$ cat config.mk
export PLATFORM = sky130hd
export DESIGN_NAME = ahb_decoder_flat
export DESIGN_NICKNAME = d
export VERILOG_FILES = /design/src/rtl/ahb_decoder_if.sv /design/src/rtl/ahb_decoder.sv /design/src/flat_wrapper.sv
export SDC_FILE = /design/constraint.sdc
export NUM_CORES = 1
export LEC_CHECK = 0
export CORE_MARGIN = 2
export CORE_UTILIZATION = 43
export CTS_CLUSTER_DIAMETER = 50
export DETAILED_ROUTE_END_ITERATION = 16
export HOLD_SLACK_MARGIN = 0.15
export PLACE_DENSITY = 0.94
export RECOVER_POWER = 50
export SYNTH_ARGS = -nofsm -noshare
export SYNTH_HDL_FRONTEND = slang
export SYNTH_SLANG_ARGS = --single-unit
$ cat constraint.sdc
create_clock -name clk -period 6.56 [get_ports clk]
set_clock_uncertainty 0.2 [all_clocks]
set_input_delay 1.968 -clock clk [delete_from_list [all_inputs] [get_ports clk]]
set_output_delay 1.968 -clock clk [all_outputs]
set_load 0.05 [all_outputs]
$ cat src/rtl/ahb_decoder_if.sv
// Bus bundle between the AHB master/multiplexor side and the address decoder.
// Carries the address phase inputs, decode outputs, default-slave response and its debug state.
interface ahb_decoder_if #(
  parameter int ADDR_WIDTH    = 32,
  parameter int SLAVE_DEVICES = 4
);
  localparam int SEL_W = $clog2(SLAVE_DEVICES) + 1;

  // master_ready high at a rising edge accepts the current address phase (addr/trans)
  // and completes the previous data phase; while low, the master holds addr/trans stable.
  logic [ADDR_WIDTH-1:0]  addr;
  logic [1:0]             trans;
  logic                   master_ready;
  logic [SLAVE_DEVICES:0] selx;
  logic [SEL_W-1:0]       multip_sel;
  logic                   def_ready;
  logic                   def_resp;
  logic [ADDR_WIDTH-1:0]  err_addr;
  logic [7:0]             err_count;
  logic [1:0]             def_state;

  modport slave (
    input  addr, trans, master_ready,
    output selx, multip_sel, def_ready, def_resp, err_addr, err_count, def_state
  );

  modport master (
    output addr, trans, master_ready,
    input  selx, multip_sel, def_ready, def_resp, err_addr, err_count, def_state
  );
endinterface

$ cat src/rtl/ahb_decoder.sv
// AHB address decoder: one-hot slave select, registered data-phase mux index,
// and a built-in default slave that answers unmapped transfers with a two-cycle ERROR.
module ahb_decoder #(
  parameter int                    ADDR_WIDTH    = 32,
  parameter int                    SLAVE_DEVICES = 4,
  parameter logic [ADDR_WIDTH-1:0] BASE_ADDR     = 32'h4000_0000,
  parameter int                    REGION_SHIFT  = 12
) (
  input  logic          clk,
  input  logic          rst,
  ahb_decoder_if.slave  bus
);
  localparam int SEL_W = $clog2(SLAVE_DEVICES) + 1;
  localparam logic [ADDR_WIDTH:0] WINDOW = (ADDR_WIDTH + 1)'(SLAVE_DEVICES) << REGION_SHIFT;

  typedef enum logic [1:0] {
    S_IDLE = 2'd0,
    S_ERR1 = 2'd1,
    S_ERR2 = 2'd2
  } state_t;

  state_t state_q, state_d;

  logic [ADDR_WIDTH:0]    off;
  logic [ADDR_WIDTH:0]    region;
  logic                   hit;
  logic [SLAVE_DEVICES:0] selx;
  logic [SEL_W-1:0]       sel_idx;
  logic                   err_start;

  // One extra bit keeps the window end from wrapping near the top of the address map.
  always_comb begin
    off    = {1'b0, bus.addr} - {1'b0, BASE_ADDR};
    region = off >> REGION_SHIFT;
    hit    = (bus.addr >= BASE_ADDR) && (off < WINDOW);
    selx   = '0;
    for (int i = 0; i < SLAVE_DEVICES; i++) begin
      if (hit && (region == (ADDR_WIDTH + 1)'(i))) selx[i] = 1'b1;
    end
    if (!hit) selx[SLAVE_DEVICES] = 1'b1;
  end

  always_comb begin
    sel_idx = SEL_W'(SLAVE_DEVICES);
    for (int i = 0; i < SLAVE_DEVICES; i++) begin
      if (selx[i]) sel_idx = SEL_W'(i);
    end
  end

  assign bus.selx = selx;

  always_ff @(posedge clk) begin
    if (rst) begin
      bus.multip_sel <= SEL_W'(SLAVE_DEVICES);
    end else if (bus.master_ready) begin
      bus.multip_sel <= sel_idx;
    end
  end

  // An accepted NONSEQ/SEQ to unmapped space starts an error sequence.
  assign err_start = bus.master_ready && selx[SLAVE_DEVICES] && bus.trans[1];

  always_ff @(posedge clk) begin
    if (rst) state_q <= S_IDLE;
    else     state_q <= state_d;
  end

  always_comb begin
    state_d = state_q;
    case (state_q)
      S_IDLE:  if (err_start) state_d = S_ERR1;
      S_ERR1:  state_d = S_ERR2;
      S_ERR2:  state_d = err_start ? S_ERR1 : S_IDLE;
      default: state_d = S_IDLE;
    endcase
  end

  always_comb begin
    bus.def_ready = 1'b1;
    bus.def_resp  = 1'b0;
    case (state_q)
      S_ERR1: begin
        bus.def_ready = 1'b0;
        bus.def_resp  = 1'b1;
      end
      S_ERR2: begin
        bus.def_ready = 1'b1;
        bus.def_resp  = 1'b1;
      end
      default: begin
        bus.def_ready = 1'b1;
        bus.def_resp  = 1'b0;
      end
    endcase
  end

  assign bus.def_state = state_q;

  always_ff @(posedge clk) begin
    if (rst) begin
      bus.err_addr  <= '0;
      bus.err_count <= '0;
    end else begin
      if ((state_q != S_ERR1) && err_start) bus.err_addr <= bus.addr;
      if ((state_q == S_ERR2) && (bus.err_count != 8'hFF)) bus.err_count <= bus.err_count + 8'd1;
    end
  end
endmodule

$ cat src/flat_wrapper.sv
// flat-port wrapper written by rule: the top's interface ports become plain ports
module ahb_decoder_flat 
#(
  parameter int                    ADDR_WIDTH    = 32,
  parameter int                    SLAVE_DEVICES = 4,
  parameter logic [ADDR_WIDTH-1:0] BASE_ADDR     = 32'h4000_0000,
  parameter int                    REGION_SHIFT  = 12
)
  (clk, rst, bus_addr, bus_trans, bus_master_ready, bus_selx, bus_multip_sel, bus_def_ready, bus_def_resp, bus_err_addr, bus_err_count, bus_def_state);
  ahb_decoder_if #(.ADDR_WIDTH(ADDR_WIDTH), .SLAVE_DEVICES(SLAVE_DEVICES)) bus_i ();
  input  logic clk;
  input  logic rst;
  input wire logic [$bits(bus_i.addr)-1:0] bus_addr;
  input wire logic [$bits(bus_i.trans)-1:0] bus_trans;
  input wire logic [$bits(bus_i.master_ready)-1:0] bus_master_ready;
  output wire logic [$bits(bus_i.selx)-1:0] bus_selx;
  output wire logic [$bits(bus_i.multip_sel)-1:0] bus_multip_sel;
  output wire logic [$bits(bus_i.def_ready)-1:0] bus_def_ready;
  output wire logic [$bits(bus_i.def_resp)-1:0] bus_def_resp;
  output wire logic [$bits(bus_i.err_addr)-1:0] bus_err_addr;
  output wire logic [$bits(bus_i.err_count)-1:0] bus_err_count;
  output wire logic [$bits(bus_i.def_state)-1:0] bus_def_state;
  assign bus_i.addr = bus_addr;
  assign bus_i.trans = bus_trans;
  assign bus_i.master_ready = bus_master_ready;
  assign bus_selx = bus_i.selx;
  assign bus_multip_sel = bus_i.multip_sel;
  assign bus_def_ready = bus_i.def_ready;
  assign bus_def_resp = bus_i.def_resp;
  assign bus_err_addr = bus_i.err_addr;
  assign bus_err_count = bus_i.err_count;
  assign bus_def_state = bus_i.def_state;
  ahb_decoder #(.ADDR_WIDTH(ADDR_WIDTH), .SLAVE_DEVICES(SLAVE_DEVICES), .BASE_ADDR(BASE_ADDR), .REGION_SHIFT(REGION_SHIFT)) u_core (.clk(clk), .rst(rst), .bus(bus_i));
endmodule
After elaboration in Yosys (flattened, before gate mapping):

Index checks and enable logic that the tools add are counted.

* add/subtract/negate cells: 2
* $mul: 0
* divide/modulo/power cells: 0
* magnitude comparators: 2
* equality and inequality tests: 8
* shift-type cells: 0
* multiplexer cells: 14
* bitwise gates (word level): 0
* reduce and logical (&&, ||, !) cells: 12

Operator list (number)
* $eq 21x2->1 const B: 2
* $logic_not 33->1: 1
* $lt 33x15->1 const B: 1
* $sub 32x31->33 const B: 1
* $ge 32x31->1 const B: 1
* $eq 21x1->1 const B: 1
* $mux 3: 4
* $logic_and 1x1->1: 9
* $add 8x1->8 const B: 1
* $mux 1: 8
* $ne 8x8->1 const B: 1
* $pmux 2 s3: 1
* $ne 2x1->1 const B: 2
* $eq 2x1->1 const B: 1
* $eq 2x2->1 const B: 1
* $logic_not 2->1: 1
* $mux 2: 1
* $reduce_or 2->1: 1

* register bits: 45
* bits in latches: 0
* RAM bits: 0
* memory bits (read-only): 0
* input bits: 37
* output and inout bits: 52
* word-level logic and storage cells: 42
* memories kept: 0

Depth between registers and ports, before layout:

Gate-level depths: netlist (run 1).

* depth after elaboration: 9
* mapped depth: 8

Least setup slack after synthesis (run 1):

OpenSTA, ideal clock, no wires.

* path kind: input-to-output
* start point: input port bus_addr[30]
* end point: output port bus_selx[0]
* data arrival time: 4.363 ns
* required time: 4.392 ns
* slack: 0.029 ns
* stages: 6
* cell sequence: inv_1 -> ha_1 -> nor4b_1 -> nand4_1 -> or4_2 -> nor3_1

* longest elaborated chain between the ends: 5
* elaborated cells on any way between the ends: 7

Ends and longest elaborated chain
* start: declaration: RTL line flat_wrapper.sv:13 `input wire logic [$bits(bus_i.addr)-1:0] bus_addr;`
* $sub 32x31->33: RTL line ahb_decoder.sv:33 `off = {1'b0, bus.addr} - {1'b0, BASE_ADDR};`
* $lt 33x15->1: RTL line ahb_decoder.sv:35 `hit = (bus.addr >= BASE_ADDR) && (off < WINDOW);`
* $logic_and 1x1->1: RTL line ahb_decoder.sv:35
* $logic_and 1x1->1 (*): RTL line ahb_decoder.sv:38 `if (hit && (region == (ADDR_WIDTH + 1)'(i))) selx[i] = 1'b1;`
* $mux 1 (*): RTL line ahb_decoder.sv:38
* end: declaration: RTL line flat_wrapper.sv:16 `output wire logic [$bits(bus_i.selx)-1:0] bus_selx;`

Every way passes the cells marked *; elsewhere a longest branch is shown, timed or not.

Final worst setup path (run 1):

* start point: input port bus_addr[31]
* end point: output port bus_selx[0]

Same word-level chain as after synthesis.

==> results of run 1 <==
==> registers in the layout, indices dropped and copies added, names as in the netlist <==
signal                 flops
u_core.bus.err_addr       32
u_core.bus.err_count       8
u_core.bus.multip_sel      3
u_core.bus.def_state       2
==> per-stage QoR <==
stage / hold slack [ps] / std cells / setup TNS, ps / setup slack [ps] / util
6_report: 271.2 / 313 / 0 / 78.24 / 0.7138
5_1_grt: 301.9 / 313 / -70.00 / -31.66 / 0.7138
4_1_cts: 280.1 / 313 / 0 / 49.72 / 0.7123
3_5_place_dp: 265.0 / 305 / -56.27 / -45.06 / 0.6876
3_3_place_gp: 260.1 / 305 / 0 / 52.09 / 0.6876
2_1_floorplan: 489.8 / 170 / 0 / 28.77 / -
==> cell usage in the layout (no fill, tap or decap), drive strengths merged, types with 3 or more instances in the layout <==
cell,Yosys,final
dfxtp,45,45
clkdlybuf4s50,0,41
dlygate4sd3,0,41
a22o,32,32
inv,10,11
nor2,10,10
buf,6,10
nor3,8,8
nand3,7,7
a21oi,7,7
ha,7,7
nand2,6,6
nor4,5,5
clkbuf,1,5
nand4,3,3
xnor2,3,3
==> worst max path at each step <==
stage                 start           to  slack (ps)
6_report       bus_addr[31]  bus_selx[0]          80
3_3_place_gp   bus_addr[31]  bus_selx[0]          50
2_1_floorplan  bus_addr[30]  bus_selx[0]          30
4_1_cts        bus_addr[31]  bus_selx[0]          50
5_1_grt        bus_addr[31]  bus_selx[0]         -30
3_5_place_dp   bus_addr[31]  bus_selx[0]         -50
==> synthesized netlist by cell type, types with 2 or more instances <==
master	count
sky130_fd_sc_hd__buf_6	3
sky130_fd_sc_hd__nand3_1	7
sky130_fd_sc_hd__inv_1	10
sky130_fd_sc_hd__dfxtp_1	45
sky130_fd_sc_hd__nor4b_1	2
sky130_fd_sc_hd__ha_1	7
sky130_fd_sc_hd__a21oi_1	7
sky130_fd_sc_hd__xor2_1	2
sky130_fd_sc_hd__o21ai_0	2
sky130_fd_sc_hd__a22o_2	32
sky130_fd_sc_hd__nand4_1	3
sky130_fd_sc_hd__xnor2_1	3
sky130_fd_sc_hd__nor3_1	8
sky130_fd_sc_hd__nor4_1	5
sky130_fd_sc_hd__nand2b_1	2
sky130_fd_sc_hd__nand2_1	6
sky130_fd_sc_hd__nor2_1	10
sky130_fd_sc_hd__buf_2	3
==> worst max-delay path, delay by kind of cell <==
family / cells / cell delay [ps]
AND/OR/NAND/NOR: 4 / 1350
buffers and inverters: 3 / 730
adder cells (fa/ha/maj): 1 / 270
==> area by class of cell <==
class / instances / area (um^2)
tap: 50 / 62.56
inverter: 10 / 37.54
clock inverter: 3 / 21.27
clock buffer: 5 / 68.82
fill: 281 / 1161
timing repair buffer: 92 / 945.9
sequential: 45 / 900.9
multi-input combinational: 108 / 859.6
==> power by group <==
group,internal [W],leakage [nW],switching (W)
clock,0.0000756,0.0445,0.0000980
sequential,0.000284,0.366,0.00000628
combinational,0.0000494,0.787,0.0000729
total,0.000409,1.20,0.000177
==> what timing repair did <==
action,CTS,global route
hold buffers,0,0
resized for setup,2,1
pin swaps,0,0
setup endpoints to repair,2,4
==> per-layer routing <==
metal | vias up | track usage | wire (um)
met5 | - | 0 | 0
met4 | 0 | 0.07190 | 68
met3 | 6 | 0.06105 | 288
met2 | 63 | 0.3462 | 2550
met1 | 804 | 0.2555 | 2064
li1 | 818 | - | -
==> cells by family after synthesis <==
group                    count (synthesis)
AND/OR/NAND/NOR                         49
buffers and inverters                   17
AO/OA/AOI/OAI                           47
XOR/XNOR                                 5
adder cells (fa/ha/maj)                  7
flip-flops                              45
==> reports/results.tsv, run 1 <==
metric	value	unit
initial antenna violation count	0	
number of buffers added on ports	87	
DRC violations left	0	
gate count after technology mapping	170	
worst slew margin relative to its limit	0.3609	
number of DRC markers after the initial detailed-route iteration	80	
signed area change from the synthesized netlist to the final layout	58.34	%
result of the run	complete, no violations	
Crit Reg-Reg Startpoint	u_core.bus.def_state[1]$_SDFFE_PP0P_	
kind of end point of the critical path	primary output	
TritonCTS clock tree	done	
endpoints failing hold	0	
endpoint of the worst-slack reg-to-reg timing path	u_core.bus.err_addr[24]$_SDFFE_PP0P_	
critical-path maximum fanout	2	
overall power of the completed layout	0.0005861	W
Worst Hold Path Cells	2	
vias after detailed routing	1691	
diode count	0	
die height	69.23	um
buffer count from post-CTS setup fixing	0	
maximum number of pins on one net before global-route repair	33	
gr ovfl total	0	
shortest period the worst path allows	6482	ps
number of synthesized register bits	45	
detailed-routing iteration count for the pre-antenna-repair pass	4	
post-synthesis share of cell area spent on xor and xnor gates	0.02394	
Clock Tree Buf Depth	2	
post-detailed-routing wire length	4971	um
power density over the cells	202.3	mW/mm^2
number of placement rows	23	
Tightest Pin Transition	953.4	ps
critical path type	input port to primary output	
overall routing resource usage	0.2077	
Arrival @ worst endpoint	4310	ps
r2r setup slk	4230	ps
routability congestion estimate from global placement	0.8215	
largest family of logic cells by synthesized area	compound AO/OA/AOI/OAI gates	
width of the die	69.23	um
number of nets in the final layout	306	
fraction of the mapped netlist area in compound gates	0.2415	
post-route standard cell area excluding fillers	0.002897	mm^2
leakage power figure	1.198	nW
I/O pins	89	
fraction of synthesis flops using an asynchronous set or reset pin	0	
cell taking the most area after synthesis	sky130_fd_sc_hd__dfxtp_1	
maximum cell stage delay along the critical path	700	ps
Post-Place Cell Area	0.002790	mm^2
Clock Sink Count	45	
required time at the worst-slack endpoint	4390	ps
area of the die	0.004792	mm^2
worst min-delay path category	register to register	
post-synth cell types	31	
Worst Reg-to-Reg Cells	5	
number of maximum-capacitance violations	0	
ratio of cells with drive above 1 in the final layout	0.2281	
cell types with the largest area share after synthesis	sky130_fd_sc_hd__dfxtp_1 49%, sky130_fd_sc_hd__a22o_2 18%, sky130_fd_sc_hd__ha_1 4.8%, sky130_fd_sc_hd__nor3_1 2.2%, sky130_fd_sc_hd__inv_1 2.1%	
Critical Path Start Type	input port	
Final Slew Violations	0	
Yosys warning count	0	
portion of the post-synthesis area used by sequential elements	0.4925	
number of enable-type register cells in the synthesized netlist	0	
detailed-route vias per instance	5.403	
Post-DP HPWL	3745	um
CTS clock-pin slew for the worst setup and hold paths	80	ps
via count of the first global-routing pass	1629	
initial standard-cell utilization of the core	0.4508	
slowest stage cell on the critical path	sky130_fd_sc_hd__or4_2	
worst min-delay path endpoint	u_core.bus.multip_sel[0]$_SDFFE_PP0P_	
post-synthesis share of cell area spent on full adders, half adders and majority gates	0.04788	
FMAX	0.1543	GHz
global-route wire length before repair	7941	um
top-area cell type share of the netlist area	0.4925	
Final ANT Viol Nets	0	
cell chosen for the clock root	sky130_fd_sc_hd__clkbuf_8	
htree depth	2	
Syn Std Cell Area	0.001829	mm^2
maximum vdd ir drop	0.1573	mV
Final Cycle Share	0.9881	
multiplexer fraction of the synthesized cell area	0	
net count of the mapped netlist	214	
Post-Synthesis Mean Instance Area	10.76	um^2
cells along the critical path	clkdlybuf4s50_1 -> inv_1 -> ha_1 -> nor4b_2 -> nand4_1 -> or4_2 -> nor3_2 -> buf_12	
Clk Latency, worst-skew pair	300	ps
detail-routed net length per standard cell	15.88	um
start point of the worst hold path	u_core.bus.multip_sel[0]$_SDFFE_PP0P_	
TritonCTS Buffers	5	
most instantiated flip-flop cell in the synthesis netlist	sky130_fd_sc_hd__dfxtp_1	
# setup viols final	0	
Core Region	0.004058	mm^2
fraction of the mapped netlist area in simple logic gates	0.1450	
(Power assumes the default switching activity.)
==> run 2, diff against run 1 <==
--- a/config.mk
+++ b/config.mk
@@ -6,11 +6,11 @@
 export NUM_CORES = 1
 export LEC_CHECK = 0
 export CORE_MARGIN = 2
-export CORE_UTILIZATION = 43
+export CORE_UTILIZATION = 40
 export CTS_CLUSTER_DIAMETER = 50
 export DETAILED_ROUTE_END_ITERATION = 16
 export HOLD_SLACK_MARGIN = 0.15
-export PLACE_DENSITY = 0.94
+export PLACE_DENSITY = 0.89
 export RECOVER_POWER = 50
 export SYNTH_ARGS = -nofsm -noshare
 export SYNTH_HDL_FRONTEND = slang
==> run 2 against run 1 <==
- setup slack better by 32 ps
- sequential cell count stayed put
- cell count is 0.32% higher
- core utilization is 5.3 points lower
- largest power group unchanged
- sequential power hardly changed
- count of clock-buffer cells in the layout is 1 higher
- largest cell class unchanged
==> reports/results.tsv, run 2 (synthesis gave the netlist of run 1 again) <==
metric	value	unit
result of the run	complete, no violations	
met1 track demand over resource	0.2346	
shortest period the worst path allows	6450	ps
most used cells in the layout excluding fill and tap cells	45 x sky130_fd_sc_hd__dfxtp_1, 42 x sky130_fd_sc_hd__clkdlybuf4s50_1, 40 x sky130_fd_sc_hd__dlygate4sd3_1, 32 x sky130_fd_sc_hd__a22o_2	
Clock Tree Buf Depth	2	
TritonCTS clock tree	done	
gr busiest metal	met2	
worst slew margin relative to its limit	0.3523	
Arrival @ worst endpoint	4280	ps
TritonCTS Buffers	5	
number of nets in the final layout	305	
maximum number of pins on one net before global-route repair	33	
critical path type	input port to primary output	
cells along the critical path	clkdlybuf4s50_1 -> inv_1 -> ha_1 -> nor4b_1 -> nand4_1 -> or4_2 -> nor3_2 -> buf_12	
maximum vdd ir drop	0.1257	mV
DRC violations left	0	
routability congestion estimate from global placement	0.8045	
I/O pins	89	
Critical Path Start Type	input port	
r2r setup slk	4510	ps
Final Slew Violations	0	
leakage power figure	1.196	nW
largest registers	u_core.bus.err_addr (32), u_core.bus.err_count (8), u_core.bus.multip_sel (3)	
htree depth	2	
required time at the worst-slack endpoint	4390	ps
worst min-delay path endpoint	u_core.bus.multip_sel[1]$_SDFFE_PP0P_	
met2 global-route usage	0.3066	
buffer count from post-CTS setup fixing	0	
endpoint of the worst-slack reg-to-reg timing path	u_core.bus.err_addr[9]$_SDFFE_PP0P_	
maximum cell stage delay along the critical path	700	ps
Clk Latency, worst-skew pair	290	ps
Clock Sink Count	45	
post-detailed-routing wire length	4697	um
GR Util met3	0.03938	
Final Cycle Share	0.9833	
area of the die	0.005130	mm^2
number of placement rows	24	
endpoints failing hold	0	
post-route standard cell area excluding fillers	0.002898	mm^2
initial standard-cell utilization of the core	0.4172	
Worst Reg-to-Reg Cells	5	
overall routing resource usage	0.1842	
signed area change from the synthesized netlist to the final layout	58.41	%
gr ovfl total	0	
number of flip-flops under the largest register name	32	
Largest delay share family, worst path	simple AND/OR/NAND/NOR gates	
fill count	361	
switching portion of total power	0.2897	
Final ANT Viol Nets	0	
number of maximum-capacitance violations	0	
area taken by flip-flops and latches	900.9	um^2
buffer and inverter count on the worst path	3	
critical-path maximum fanout	2	
start point of the worst hold path	u_core.bus.multip_sel[1]$_SDFFE_PP0P_	
diode count	0	
ratio of cells with drive above 1 in the final layout	0.2252	
number of DRC markers after the initial detailed-route iteration	67	
most frequent standard cell in the layout excluding fill and tap cells	sky130_fd_sc_hd__dfxtp_1	
setup repair after global routing missed its margin	true	
combinational fraction of design power	0.205	
Clock power frac	0.302	
power density over the cells	203.3	mW/mm^2
CTS clock-pin slew for the worst setup and hold paths	80	ps
# setup viols final	0	
hold-fix buffer count after cts	0	
Worst Hold Path Cells	2	
via count of the first global-routing pass	1568	
detailed-route vias per instance	5.293	
kind of end point of the critical path	primary output	
number of buffers added on ports	87	
detailed-routing iteration count for the pre-antenna-repair pass	5	
width of the die	71.63	um
FMAX	0.1550	GHz
vias after detailed routing	1662	
initial antenna violation count	0	
global-route wire length before repair	7507	um
worst min-delay path category	register to register	
setup TNS	0	ps
Post-Place Cell Area	0.002785	mm^2
detail-routed net length per standard cell	14.96	um
area occupied by multi-input gates	859.6	um^2
Internal Power	0.0004184	W
Crit Reg-Reg Startpoint	u_core.bus.def_state[1]$_SDFFE_PP0P_	
slowest stage cell on the critical path	sky130_fd_sc_hd__or4_2	
sequential group share of total power	0.493	
Core Region	0.004384	mm^2
cell chosen for the clock root	sky130_fd_sc_hd__clkbuf_8	
WP depth	8	
largest reg by FF count	u_core.bus.err_addr	
Tightest Pin Transition	968.4	ps
die height	71.63	um
sw power	0.0001706	W
Post-DP HPWL	3430	um
-- run 2: how the worst max path moves through the flow --
| stage | startpoint | to |
|---|---|---|
| final | bus_addr[31] | bus_selx[1] |
| after global placement | bus_addr[31] | bus_selx[1] |
| after floorplan | bus_addr[30] | bus_selx[0] |
| after global routing | bus_addr[31] | bus_selx[0] |
| after CTS | bus_addr[31] | bus_selx[1] |
| after detailed placement | bus_addr[31] | bus_selx[1] |
-- run 2: through the flow --
step,setup slack [ps],instances,hold slack (ps),util,total power [W]
finish,109.8,314,273.0,0.6610,0.0005890
global placement,26.10,306,257.5,0.6353,0.0004195
global route,-10.41,314,298.3,0.6610,0.0006140
CTS,77.83,314,277.5,0.6595,0.0005990
detailed placement,-4.968,306,265.6,0.6353,0.0004209
floorplan,28.77,170,489.8,-,0.0003673
-- run 2: layer usage --
| layer | vias up | routed length (um) |
|---|---|---|
| met5 | - | 0 |
| met3 | 5 | 281 |
| met1 | 779 | 2067 |
| met2 | 66 | 2289 |
| met4 | 0 | 59 |
| li1 | 812 | - |
-- run 2: area by class of cell --
class | count | area share
inverter | 10 | 0.01295
tap | 52 | 0.02245
clock buffer | 6 | 0.02850
clock inverter | 2 | 0.004750
timing repair buffer | 91 | 0.3238
sequential | 45 | 0.3109
multi-input combinational | 108 | 0.2966
-- run 2: power by group through the flow --
stage | sequential (W) | combinational [W] | clock (W)
after floorplan | 0.000334 | 0.0000330 | 0
after detailed placement | 0.000297 | 0.000124 | 0
final | 0.000290 | 0.000121 | 0.000178
after CTS | 0.000291 | 0.000125 | 0.000183
after global placement | 0.000297 | 0.000123 | 0
after global routing | 0.000292 | 0.000127 | 0.000195
-- run 2: worst reg2reg max path, cell delays in order, from the launching register on --
cell	delay [ps]
sky130_fd_sc_hd__dfxtp_1	410
sky130_fd_sc_hd__inv_1	80
sky130_fd_sc_hd__ha_1	200
sky130_fd_sc_hd__inv_1	150
sky130_fd_sc_hd__a41oi_4	450
sky130_fd_sc_hd__a22o_2	440
-- run 2: repair_timing --
item,4_1_cts,5_1_grt
gates resized for setup,2,1
setup endpoints to repair,1,4
hold endpoints to repair,0,0
